==> src/rtl/masked_share_scheduler.sv <==
// masked_share_scheduler: round-robin two-requester scheduler splitting a secret into XOR shares with fresh RNG words
module masked_share_scheduler #(
    parameter int WIDTH   = 8,
    parameter int TIMEOUT = 16
) (
    input  logic             clk,
    input  logic             rst,
    input  logic [1:0]       req_valid,
    output logic [1:0]       req_ready,
    input  logic [WIDTH-1:0] secret0,
    input  logic [WIDTH-1:0] secret1,
    input  logic             rnd_valid,
    output logic             rnd_ready,
    input  logic [WIDTH-1:0] rnd_data,
    output logic [WIDTH-1:0] share0,
    output logic [WIDTH-1:0] share1,
    output logic             share_src,
    output logic             share_valid,
    input  logic             share_ready,
    output logic             rnd_timeout,
    output logic             busy
);
    typedef enum logic [1:0] {IDLE, WAIT_RND, OUT} state_t;
    state_t           r_state, w_next;
    logic             r_prio, r_gnt, r_src, r_valid, r_timeout;
    logic [WIDTH-1:0] r_secret, r_share0, r_share1;
    logic [7:0]       r_wait;
    logic             w_grant, w_gidx, w_take, w_expire;
    assign w_gidx   = (&req_valid) ? r_prio : req_valid[1];
    assign w_grant  = (r_state == IDLE) && (|req_valid);
    assign w_take   = (r_state == WAIT_RND) && rnd_valid;
    assign w_expire = (r_state == WAIT_RND) && !rnd_valid && (r_wait == 8'(TIMEOUT - 1));
    always_ff @(posedge clk) begin
        if (rst) r_state <= IDLE;
        else r_state <= w_next;
    end
    always_comb begin
        w_next = (r_state == IDLE)     ? (w_grant ? WAIT_RND : IDLE) :
                 (r_state == WAIT_RND) ? (rnd_valid ? OUT : (w_expire ? IDLE : WAIT_RND)) :
                                         (share_ready ? IDLE : OUT);
    end
    always_comb begin
        req_ready = (!rst && w_grant) ? (w_gidx ? 2'b10 : 2'b01) : 2'b00;
        rnd_ready = !rst && (r_state == WAIT_RND);
        busy      = !rst && (r_state != IDLE);
    end
    // The secret register is wiped as soon as it is either masked or abandoned.
    always_ff @(posedge clk) begin
        if (rst) begin
            r_prio    <= 1'b0;
            r_gnt     <= 1'b0;
            r_src     <= 1'b0;
            r_valid   <= 1'b0;
            r_timeout <= 1'b0;
            r_secret  <= '0;
            r_share0  <= '0;
            r_share1  <= '0;
            r_wait    <= '0;
        end else begin
            r_timeout <= w_expire;
            if (w_grant) begin
                r_secret <= w_gidx ? secret1 : secret0;
                r_gnt    <= w_gidx;
                r_prio   <= ~w_gidx;
                r_wait   <= '0;
            end
            if (r_state == WAIT_RND && !rnd_valid) r_wait <= r_wait + 8'd1;
            if (w_take) begin
                r_share0 <= r_secret ^ rnd_data;
                r_share1 <= rnd_data;
                r_src    <= r_gnt;
                r_valid  <= 1'b1;
                r_secret <= '0;
            end
            if (w_expire) r_secret <= '0;
            if (r_state == OUT && share_ready) begin
                r_valid  <= 1'b0;
                r_share0 <= '0;
                r_share1 <= '0;
            end
        end
    end
    assign share0      = r_share0;
    assign share1      = r_share1;
    assign share_src   = r_src;
    assign share_valid = r_valid;
    assign rnd_timeout = r_timeout;
endmodule

==> config.mk <==
export PLATFORM = sky130hd
export DESIGN_NAME = masked_share_scheduler
export DESIGN_NICKNAME = d
export VERILOG_FILES = /design/src/rtl/masked_share_scheduler.sv
export SDC_FILE = /design/constraint.sdc
export NUM_CORES = 1
export LEC_CHECK = 0
export CAP_MARGIN = 15
export CORE_ASPECT_RATIO = 1.5
export CORE_UTILIZATION = 25
export DETAILED_ROUTE_END_ITERATION = 10
export SETUP_SLACK_MARGIN = 0.05
export SKIP_CTS_REPAIR_TIMING = 1
export SYNTH_ARGS = -nofsm -noshare
export SYNTH_HDL_FRONTEND = slang
export SYNTH_SLANG_ARGS = --single-unit
==> constraint.sdc <==
create_clock -name clk -period 3.35 [get_ports clk]
set_clock_uncertainty 0.05 [all_clocks]
set_input_delay 0.5025 -clock clk [delete_from_list [all_inputs] [get_ports clk]]
set_output_delay 0.5025 -clock clk [all_outputs]
set_load 0.05 [all_outputs]
==> flow_summary.toml <==
[clock_network]
clock-sinks = 39
clk_path_buf_depth = 2
cts_tree = "yes"
clock_insertion_delay_worst_skew_ns = 0.29
clkTransAtPathRegs_ns = 0.07
clock-root-buffer = "sky130_fd_sc_hd__clkbuf_8"
cts_buffers = 5
clock_tree.htree_level_count = 2

[routing]
vias = 1523
route.antenna.remaining_nets = 0
avgRoutedWirePerCell_um = 13.2
drcViolationCount = 0
drtPass1Iterations = 4
dr.first_iter.drc_count = 69
avgViaCountPerCell = 4.77
routed_wl_um = 4210

[grt]
grt-ovfl-total = 0
first_pass_grt_wire_length_um = 6860
grt_pass1_vias = 1457
grt_start_max_net_pins = 28
gr-usage-all-layers = 0.133
grt_antenna_before_repair = 0

[sta]
rsz0062_at_grt = "no"
layout_worst_path_cycle_share = 0.739
setup_ws_ns = 0.874
finalSetupViolCount = 0
worst_slew_margin_rel = 0.613
finalHoldViolations = 0
final_period_minus_worst_setup_slack_ns = 2.48
top_achievable_clock_speed_mhz = 404
report.final.slew_viol_count = 0
setup_total_negative_slack_ns = 0
worst_pin_slew_ns = 0.577

[placement]
preCtsSetupSlack_ns = 0.849
routabilityCongestion = 0.756
place.port_buffers = 52
hpwlAfterDp_um = 3080

[floorplan]
floorplan.die_area_um2 = 6930
placementRows = 35
fp.coreArea_um2 = 6260
floorplan.io_pins = 53
starting_density_of_the_core = 0.263
fp.dieW_um = 68.3
die_height_um = 101

[synthesis]
synth-edff-count = 0
synthesis.area_per_instance_um2 = 8.54
synthesis.instances = 193
ys_async_sr_fraction = 0
synth_cell_type_count = 36
yosys_warnings = 0
ys.flop_type = "sky130_fd_sc_hd__dfxtp_1"
yosys_register_bits = 39
synth.net_count = 224
seq_total_area_yosys = 0.474
netlist_area_um2 = 1650

[setup_path]
cp_max_fo = 10
critical_path.cell_chain = "clkdlybuf4s50_1, inv_1, a211oi_4, nor2b_1, buf_4"
worst_setup_path_end_kind = "primary output"
worst-endpoint-arrival_ns = 1.92
critical-path-slowest-cell = "sky130_fd_sc_hd__clkdlybuf4s50_1"
required_ns = 2.80
path_class = "input pin to primary output"
critical_path.startpoint_type = "input pin"
crit_path_max_incr_delay_ns = 0.51

[final_layout]
nets = 275
final_layout_size_suffix_gt1_frac = 0.0735
insertedDiodeCount = 0
area_growth_pct = 40.1

[power]
power_leakage_nw = 0.775
peakVddDrop_mv = 0.209
powerDensity_nw_per_um2 = 458

[hold_path]
min-delay-path-class = "flop to flop"

[job]
timing.max_cap.violations = 0

[outcome]
status = "finished clean"
-- placed cells by master (no fill, tap or decap), drive strengths merged, types with 4 or more instances in the layout --
master,n
a211oi,10
clkbuf,7
dfxtp,39
nor2,20
buf,7
inv,4
clkdlybuf4s50,49
or4,4
xnor2,8
a22oi,8
nand2,30
a21oi,27
-- flip-flops by register name, indices dropped and copies added (netlist names) --
name / count
share1: 8
share_src: 1
share_valid: 1
r_prio: 1
rnd_timeout: 1
r_gnt: 1
share0: 8
r_wait: 8
r_secret: 8
r_state: 2
-- metal layers --
layer / global-route usage / wire, um
met1: 0.138 / 1630
met2: 0.247 / 2260
met3: 0.0315 / 232
met4: 0.0529 / 83
met5: 0 / 0
-- cell families (layout without fill, tap and decap cells) --
| logic type | after synthesis | count (layout) | synth area share |
|---|---|---|---|
| AOI/OAI and AO/OA | 55 | 55 | 0.216 |
| xor gates and xnor gates | 8 | 8 | 0.0425 |
| adders and majority gates | 1 | 1 | 0.00759 |
| buffers and inverters | 16 | 68 | 0.0433 |
| DFF | 39 | 39 | 0.474 |
| muxes | 1 | 1 | 0.00683 |
| and+or+nand+nor | 73 | 73 | 0.210 |
-- cell type report --
type | instances | area [um2]
clock inverters | 1 | 5.00
well taps | 74 | 92.6
multi-input cells | 138 | 796
fillers | 647 | 3950
repair buffers | 56 | 543
flip-flops and latches | 39 | 781
clock buffers | 7 | 76.3
inverters | 4 | 15.0
-- synth_stat cells, types with 2 or more instances --
library cell | n | share of area
sky130_fd_sc_hd__nor3_1 | 2 | 0.0061
sky130_fd_sc_hd__o311ai_0 | 3 | 0.016
sky130_fd_sc_hd__inv_1 | 4 | 0.0091
sky130_fd_sc_hd__nor2b_1 | 2 | 0.0076
sky130_fd_sc_hd__nand3_1 | 3 | 0.0091
sky130_fd_sc_hd__clkbuf_1 | 8 | 0.018
sky130_fd_sc_hd__a21oi_1 | 27 | 0.082
sky130_fd_sc_hd__nor2_1 | 20 | 0.046
sky130_fd_sc_hd__a211oi_1 | 9 | 0.041
sky130_fd_sc_hd__a22oi_1 | 8 | 0.036
sky130_fd_sc_hd__nor4_1 | 2 | 0.0076
sky130_fd_sc_hd__nand4_1 | 2 | 0.0076
sky130_fd_sc_hd__buf_2 | 2 | 0.0061
sky130_fd_sc_hd__or4_1 | 4 | 0.018
sky130_fd_sc_hd__nand2_1 | 30 | 0.068
sky130_fd_sc_hd__xnor2_1 | 8 | 0.043
sky130_fd_sc_hd__o21ai_0 | 2 | 0.0061
sky130_fd_sc_hd__dfxtp_1 | 39 | 0.47
-- critical path: cells and delay by family --
family / cells / cell delay [ns]
simple gates: 1 / 0.19
buf+inv: 3 / 0.79
compound gates: 1 / 0.42
-- where the power goes --
group / internal, W / total, W / switching [W]
Clock: 0.000146 / 0.000306 / 0.000159
Sequential: 0.000490 / 0.000509 / 0.0000185
Combinational: 0.000100 / 0.000242 / 0.000142
Total: 0.000737 / 0.00106 / 0.000320
-- path summary, 6_finish.rpt --
check	from	end	slack [ns]	cells past startpoint
worst max-delay path	req_valid[0]	req_ready[0]	0.87	5
worst min-delay path	share1[6]	share1[6]	0.40	2
worst max register to register	r_state[1]	r_wait[7]	1.53	3
worst min register to register	share1[6]	share1[6]	0.40	2
-- stage by stage --
step | area, um2 | util | std cells | hold slack [ns] | total power, W
floorplan | 1650 | - | 193 | 0.382 | 0.000670
global placement | 2230 | 0.356 | 311 | 0.393 | 0.000763
detailed placement | 2230 | 0.356 | 311 | 0.396 | 0.000765
CTS | 2310 | 0.369 | 319 | 0.407 | 0.00107
global route | 2310 | 0.369 | 319 | 0.427 | 0.00111
finish | 2310 | 0.369 | 319 | 0.404 | 0.00106
No activity file was read; power rests on OpenSTA's default activity.
==> RTL change 1, RTL diff (config.mk and constraints unchanged) <==
`WIDTH`: 8 -> 10.
--- a/src/rtl/masked_share_scheduler.sv
+++ b/src/rtl/masked_share_scheduler.sv
@@ -2,3 +2,3 @@
 module masked_share_scheduler #(
-    parameter int WIDTH   = 8,
+    parameter int WIDTH   = 10,
     parameter int TIMEOUT = 16
Ports: changed (5 resized); port bits go from 53 to 63. The function was not compared with the original's and may differ.
==> RTL change 1 against the unedited design <==
- sequential cell count up 6
- area after synthesis up 12%
- power is 22% higher
- core utilization is 0.19 points higher
- worst setup slack got worse by 0.051 ns
- largest power group unchanged
- first-iteration DRC count is 10% higher
- cell area grew 15%
- routed wire length is 14% higher
- non-clock buffer count up 9
==> RTL change 1: results (changes against the unedited design) <==
qor: power_and_ir_drop.total_leakage_power 0.000890 uW [+15%]
qor: power_and_ir_drop.max-vdd-ir-drop 0.000167 V [-20%]
qor: synthesis.synth_area_leaders sky130_fd_sc_hd__dfxtp_1 49%, sky130_fd_sc_hd__a21oi_1 8.4%, sky130_fd_sc_hd__nand2_1 7.7%, sky130_fd_sc_hd__xnor2_1 4.7%, sky130_fd_sc_hd__a211oi_1 4.5%
qor: placed_design.gpl.final_weighted_congestion 0.792 [+4.8%]
qor: worst_setup_path.worst_path_largest_cell_delay 0.83 ns [+0.32 ns]
qor: global_route.grt_first_pass_wirelength 7760 microns [+13%]
qor: global_route.grt_pass1_vias 1537 [+5.5%]
qor: synthesis.synth_fp_nets 254 [+13%]
qor: worst_hold_path.min-delay-start share1[5]$_SDFFE_PP0P_
qor: placed_design.dpl_cells 368 [+18%]
qor: sta.timing.max_slew.rel_slack 0.588 [-0.0253]
qor: drt.first_iter_violations 76 [+10%]
qor: synthesis.syn_avg_cell_area 8.50 sq um [-0.39%]
qor: synthesis.ys_top_cells_by_count 45 x sky130_fd_sc_hd__dfxtp_1, 38 x sky130_fd_sc_hd__nand2_1, 31 x sky130_fd_sc_hd__a21oi_1, 21 x sky130_fd_sc_hd__nor2_1
qor: layout.final.fill_count 732 [+13%]
qor: synthesis.yosys.area_share.xor_xnor 0.0475 [+0.00494]
qor: worst_setup_path.worst-endpoint-arrival 1.97 ns [+0.05 ns]
qor: drt.totalWireLength 4810 microns [+14%]
qor: sta.hold_slack 0.405 ns [+0.000977 ns]
qor: layout.layout-drive-gt1-share 0.0616 [-0.0119]
qor: synthesis.synth.mux.area_fraction 0 [-0.00683]
qor: global_route.track_usage 0.132 [-0.00133]
qor: worst_hold_path.hp-class register to register
qor: placed_design.dp_hpwl 3450 microns [+12%]
qor: layout.final_cell_count_no_fill 376 [+18%]
qor: power_and_ir_drop.powerDensity 484 nW/um^2 [+5.8%]
qor: worst_setup_path.worst-path-max-fanout 3 [-7]
qor: synthesis.synthAdderAreaFrac 0.00678 [-0.000813]
qor: placed_design.io_buffer_count 62 [+19%]
qor: synthesis.synth-warning-count 0 [unchanged]
qor: synthesis.synth-compound-area-share 0.205 [-0.0110]
qor: synthesis.share_of_the_yosys_chip_area_belonging_to_registers 0.488 [+0.0143]
qor: power_and_ir_drop.p_switching 362 uW [+13%]
qor: drt.detailroute.via_count 1696 [+11%]
qor: global_route.grt_start_max_net_pins 34 [+21%]
qor: worst_hold_path.hold_endpoint share1[5]$_SDFFE_PP0P_
qor: layout.num-nets-final 312 [+13%]
qor: placed_design.pre_cts_slack 0.829 ns [-0.0202 ns]
qor: run_status.status complete, no violations
qor: synthesis.synthDistinctLibCells 31 [-14%]
## RTL change 1: cell types whose count changed after synthesis, sizes merged, moves of 3 or more
cell	delta
dfxtp	+6
nand2	+8
a21oi	+4
a22oi	+3
## RTL change 1: worst max-delay path by stage
stage / startpoint / end / slack, ns / cells after the start
final: rst / busy / 0.82 / 3
after global placement: rst / busy / 0.83 / 3
after floorplan: rst / req_ready[1] / 0.57 / 2
after detailed placement: rst / busy / 0.83 / 3
after CTS: rst / busy / 0.81 / 3
after global routing: r_state[1]$_SDFF_PN0_ / req_ready[0] / 0.73 / 4
## RTL change 1: tightest hold or removal path, stage by stage, from the launching register on
cell and delay (ns):
sky130_fd_sc_hd__dfxtp_1 0.31, sky130_fd_sc_hd__nand2_1 0.05, sky130_fd_sc_hd__a21oi_1 0.05
## RTL change 1: routing by layer
layer / routed length, microns / vias up / global-route usage
li1: - / 876 / -
met1: 2060 / 757 / 0.155
met2: 2480 / 57 / 0.234
met3: 188 / 6 / 0.0197
met4: 85 / 0 / 0.0546
met5: 0 / - / 0
## RTL change 1: logic make-up (layout without fill, tap and decap cells)
kind of cell,after synthesis,in the layout
adder cells (fa/ha/maj),1,1
flip-flops,45,45
AO/OA/AOI/OAI,61,61
AND/OR/NAND/NOR,84,84
buffers and inverters,16,75
XOR/XNOR,10,10
## RTL change 1: power groups by stage
stage	registers, uW	clock network [uW]	logic, uW
2_1_floorplan	652	0	121
6_report	587	419	282
3_5_place_dp	600	0	284
5_1_grt	591	457	306
4_1_cts	587	438	285
3_3_place_gp	599	0	282
## RTL change 1: final cells by class
cell class | instances | area share
well taps | 100 | 0.0470
repair buffers | 65 | 0.240
flip-flops and latches | 45 | 0.339
multi-input cells | 156 | 0.328
clock buffers | 7 | 0.0325
inverters | 2 | 0.00282
clock inverters | 1 | 0.0113
## RTL change 1: metrics by stage
stage                     total power (uW)  cell area (sq um)
after global placement                 881               2540
after floorplan                        773               1850
final                                 1290               2660
after global routing                  1350               2660
after CTS                             1310               2660
after detailed placement               884               2540
==> RTL change 2, RTL diff (same settings) <==
Made on the original files. Re-encode `state_t` (3 states) as one-hot, 3 bits wide.
--- a/src/rtl/masked_share_scheduler.sv
+++ b/src/rtl/masked_share_scheduler.sv
@@ -22,3 +22,3 @@
 );
-    typedef enum logic [1:0] {IDLE, WAIT_RND, OUT} state_t;
+    typedef enum logic [2:0] {IDLE = 3'b001, WAIT_RND = 3'b010, OUT = 3'b100} state_t;
     state_t           r_state, w_next;
Function: no difference found for any inputs over 10 cycles, from zero or initial values and one cycle with rst high; not proved beyond that.
==> RTL change 2 against the unedited design <==
- clock power rose by 29%
- first-iteration DRC count rose by 38%
- sequential cell count rose by 1
- die area rose by 2.5%
- routed wire length rose by 1.4%
- count of clock-buffer cells in the layout fell by 2
- via count fell by 0.53%
- critical path depth fell by 1
- worst setup slack got worse by 0.24 ns
- area after synthesis rose by 2.6%
- core utilization fell by 0.50 points
- power rose by 11%
- cell area rose by 2.9%
- critical path type is now register to primary output
- largest power group unchanged
==> RTL change 2: results (changes against the unedited design) <==
qor: placed_design.dpl_cells 306 [-1.6%]
qor: synthesis.synth.mux.area_fraction 0.00666 [-0.000172]
qor: placed_design.dp_hpwl 3110 microns [+1.0%]
qor: worst_setup_path.worst-endpoint-arrival 2.17 ns [+0.25 ns]
qor: drt.detailedRoute.firstPassIterationCount 5 [+1]
qor: run_status.status complete, no violations
qor: synthesis.synth_area_leaders sky130_fd_sc_hd__dfxtp_1 47%, sky130_fd_sc_hd__nor2_1 6.2%, sky130_fd_sc_hd__a21oi_1 5.3%, sky130_fd_sc_hd__nand2_1 5.1%, sky130_fd_sc_hd__a222oi_1 4.7%
qor: synthesis.yosys.area_share.xor_xnor 0.0518 [+0.00929]
qor: global_route.grt_first_pass_wirelength 6880 microns [+0.31%]
qor: sta.timing.max_slew.rel_slack 0.559 [-0.0535]
qor: sta.postLayoutSetupSlackWorst 0.630 ns [-0.244 ns]
qor: global_route.track_usage 0.124 [-0.00919]
qor: global_route.grt_util_met1 0.145 [+0.00699]
qor: layout.layout-drive-gt1-share 0.100 [+0.0269]
qor: layout.num-nets-final 269 [-2.2%]
qor: worst_hold_path.min-delay-start share1[3]$_SDFFE_PP0P_
qor: global_route.grt.met3_usage 0.0332 [+0.00170]
qor: layout.final.fill_count 697 [+7.7%]
qor: worst_setup_path.reg2reg_slack 1.40 ns [-0.13 ns]
qor: placed_design.post_placement_cell_area 2260 sq um [+1.3%]
qor: synthesis.synthAdderAreaFrac 0.00740 [-0.000191]
qor: drt.first_iter_violations 95 [+38%]
qor: power_and_ir_drop.total_leakage_power 0.000809 uW [+4.4%]
qor: worst_setup_path.worstSetupStartpoint r_state[0]$_SDFF_PP1_
qor: synthesis.synthDistinctLibCells 40 [+11%]
qor: synthesis.synth-compound-area-share 0.177 [-0.0395]
## RTL change 2: per-layer routing
layer  part of all wire  routed length [microns]
met1               0.44                     1860
met2               0.50                     2130
met3              0.050                      212
met4              0.013                       56
met5                  0                        0
## RTL change 2: cell type report
| class | count | share of cell area |
|---|---|---|
| Timing Repair Buffer | 54 | 0.222 |
| Sequential cell | 40 | 0.337 |
| Tap cell | 76 | 0.0400 |
| Inverter | 2 | 0.00316 |
| Multi-Input combinational cell | 135 | 0.350 |
| Clock inverter | 3 | 0.0179 |
| Clock buffer | 5 | 0.0290 |
## RTL change 2: critical path, cell delays in order, from the launching register on
cell and delay (ns):
sky130_fd_sc_hd__dfxtp_1 0.47, sky130_fd_sc_hd__or3b_1 0.51, sky130_fd_sc_hd__a211oi_4 0.48, sky130_fd_sc_hd__nor2b_1 0.21, sky130_fd_sc_hd__buf_4 0.21
## RTL change 2: cells by family (layout without fill, tap and decap cells)
kind of cell,after synthesis,count (layout)
buffers and inverters,13,64
muxes,1,1
xor gates and xnor gates,10,10
adders and majority gates,1,1
AOI/OAI and AO/OA,42,42
DFF,40,40
and+or+nand+nor,81,81
## RTL change 2: worst paths after layout
path / to / depth (start not counted)
worst min-delay path: share1[3]$_SDFFE_PP0P_ / 2
worst max-delay path: req_ready[0] / 4
worst max register to register: r_secret[2]$_SDFFE_PP0P_ / 4
worst min register to register: share1[3]$_SDFFE_PP0P_ / 2
## RTL change 2: power by group
group | internal, uW | switching, uW | leakage, uW
Sequential | 504 | 26.8 | 0.000325
Combinational | 110 | 138 | 0.000430
Clock | 220 | 173 | 0.0000541
Total | 835 | 338 | 0.000809
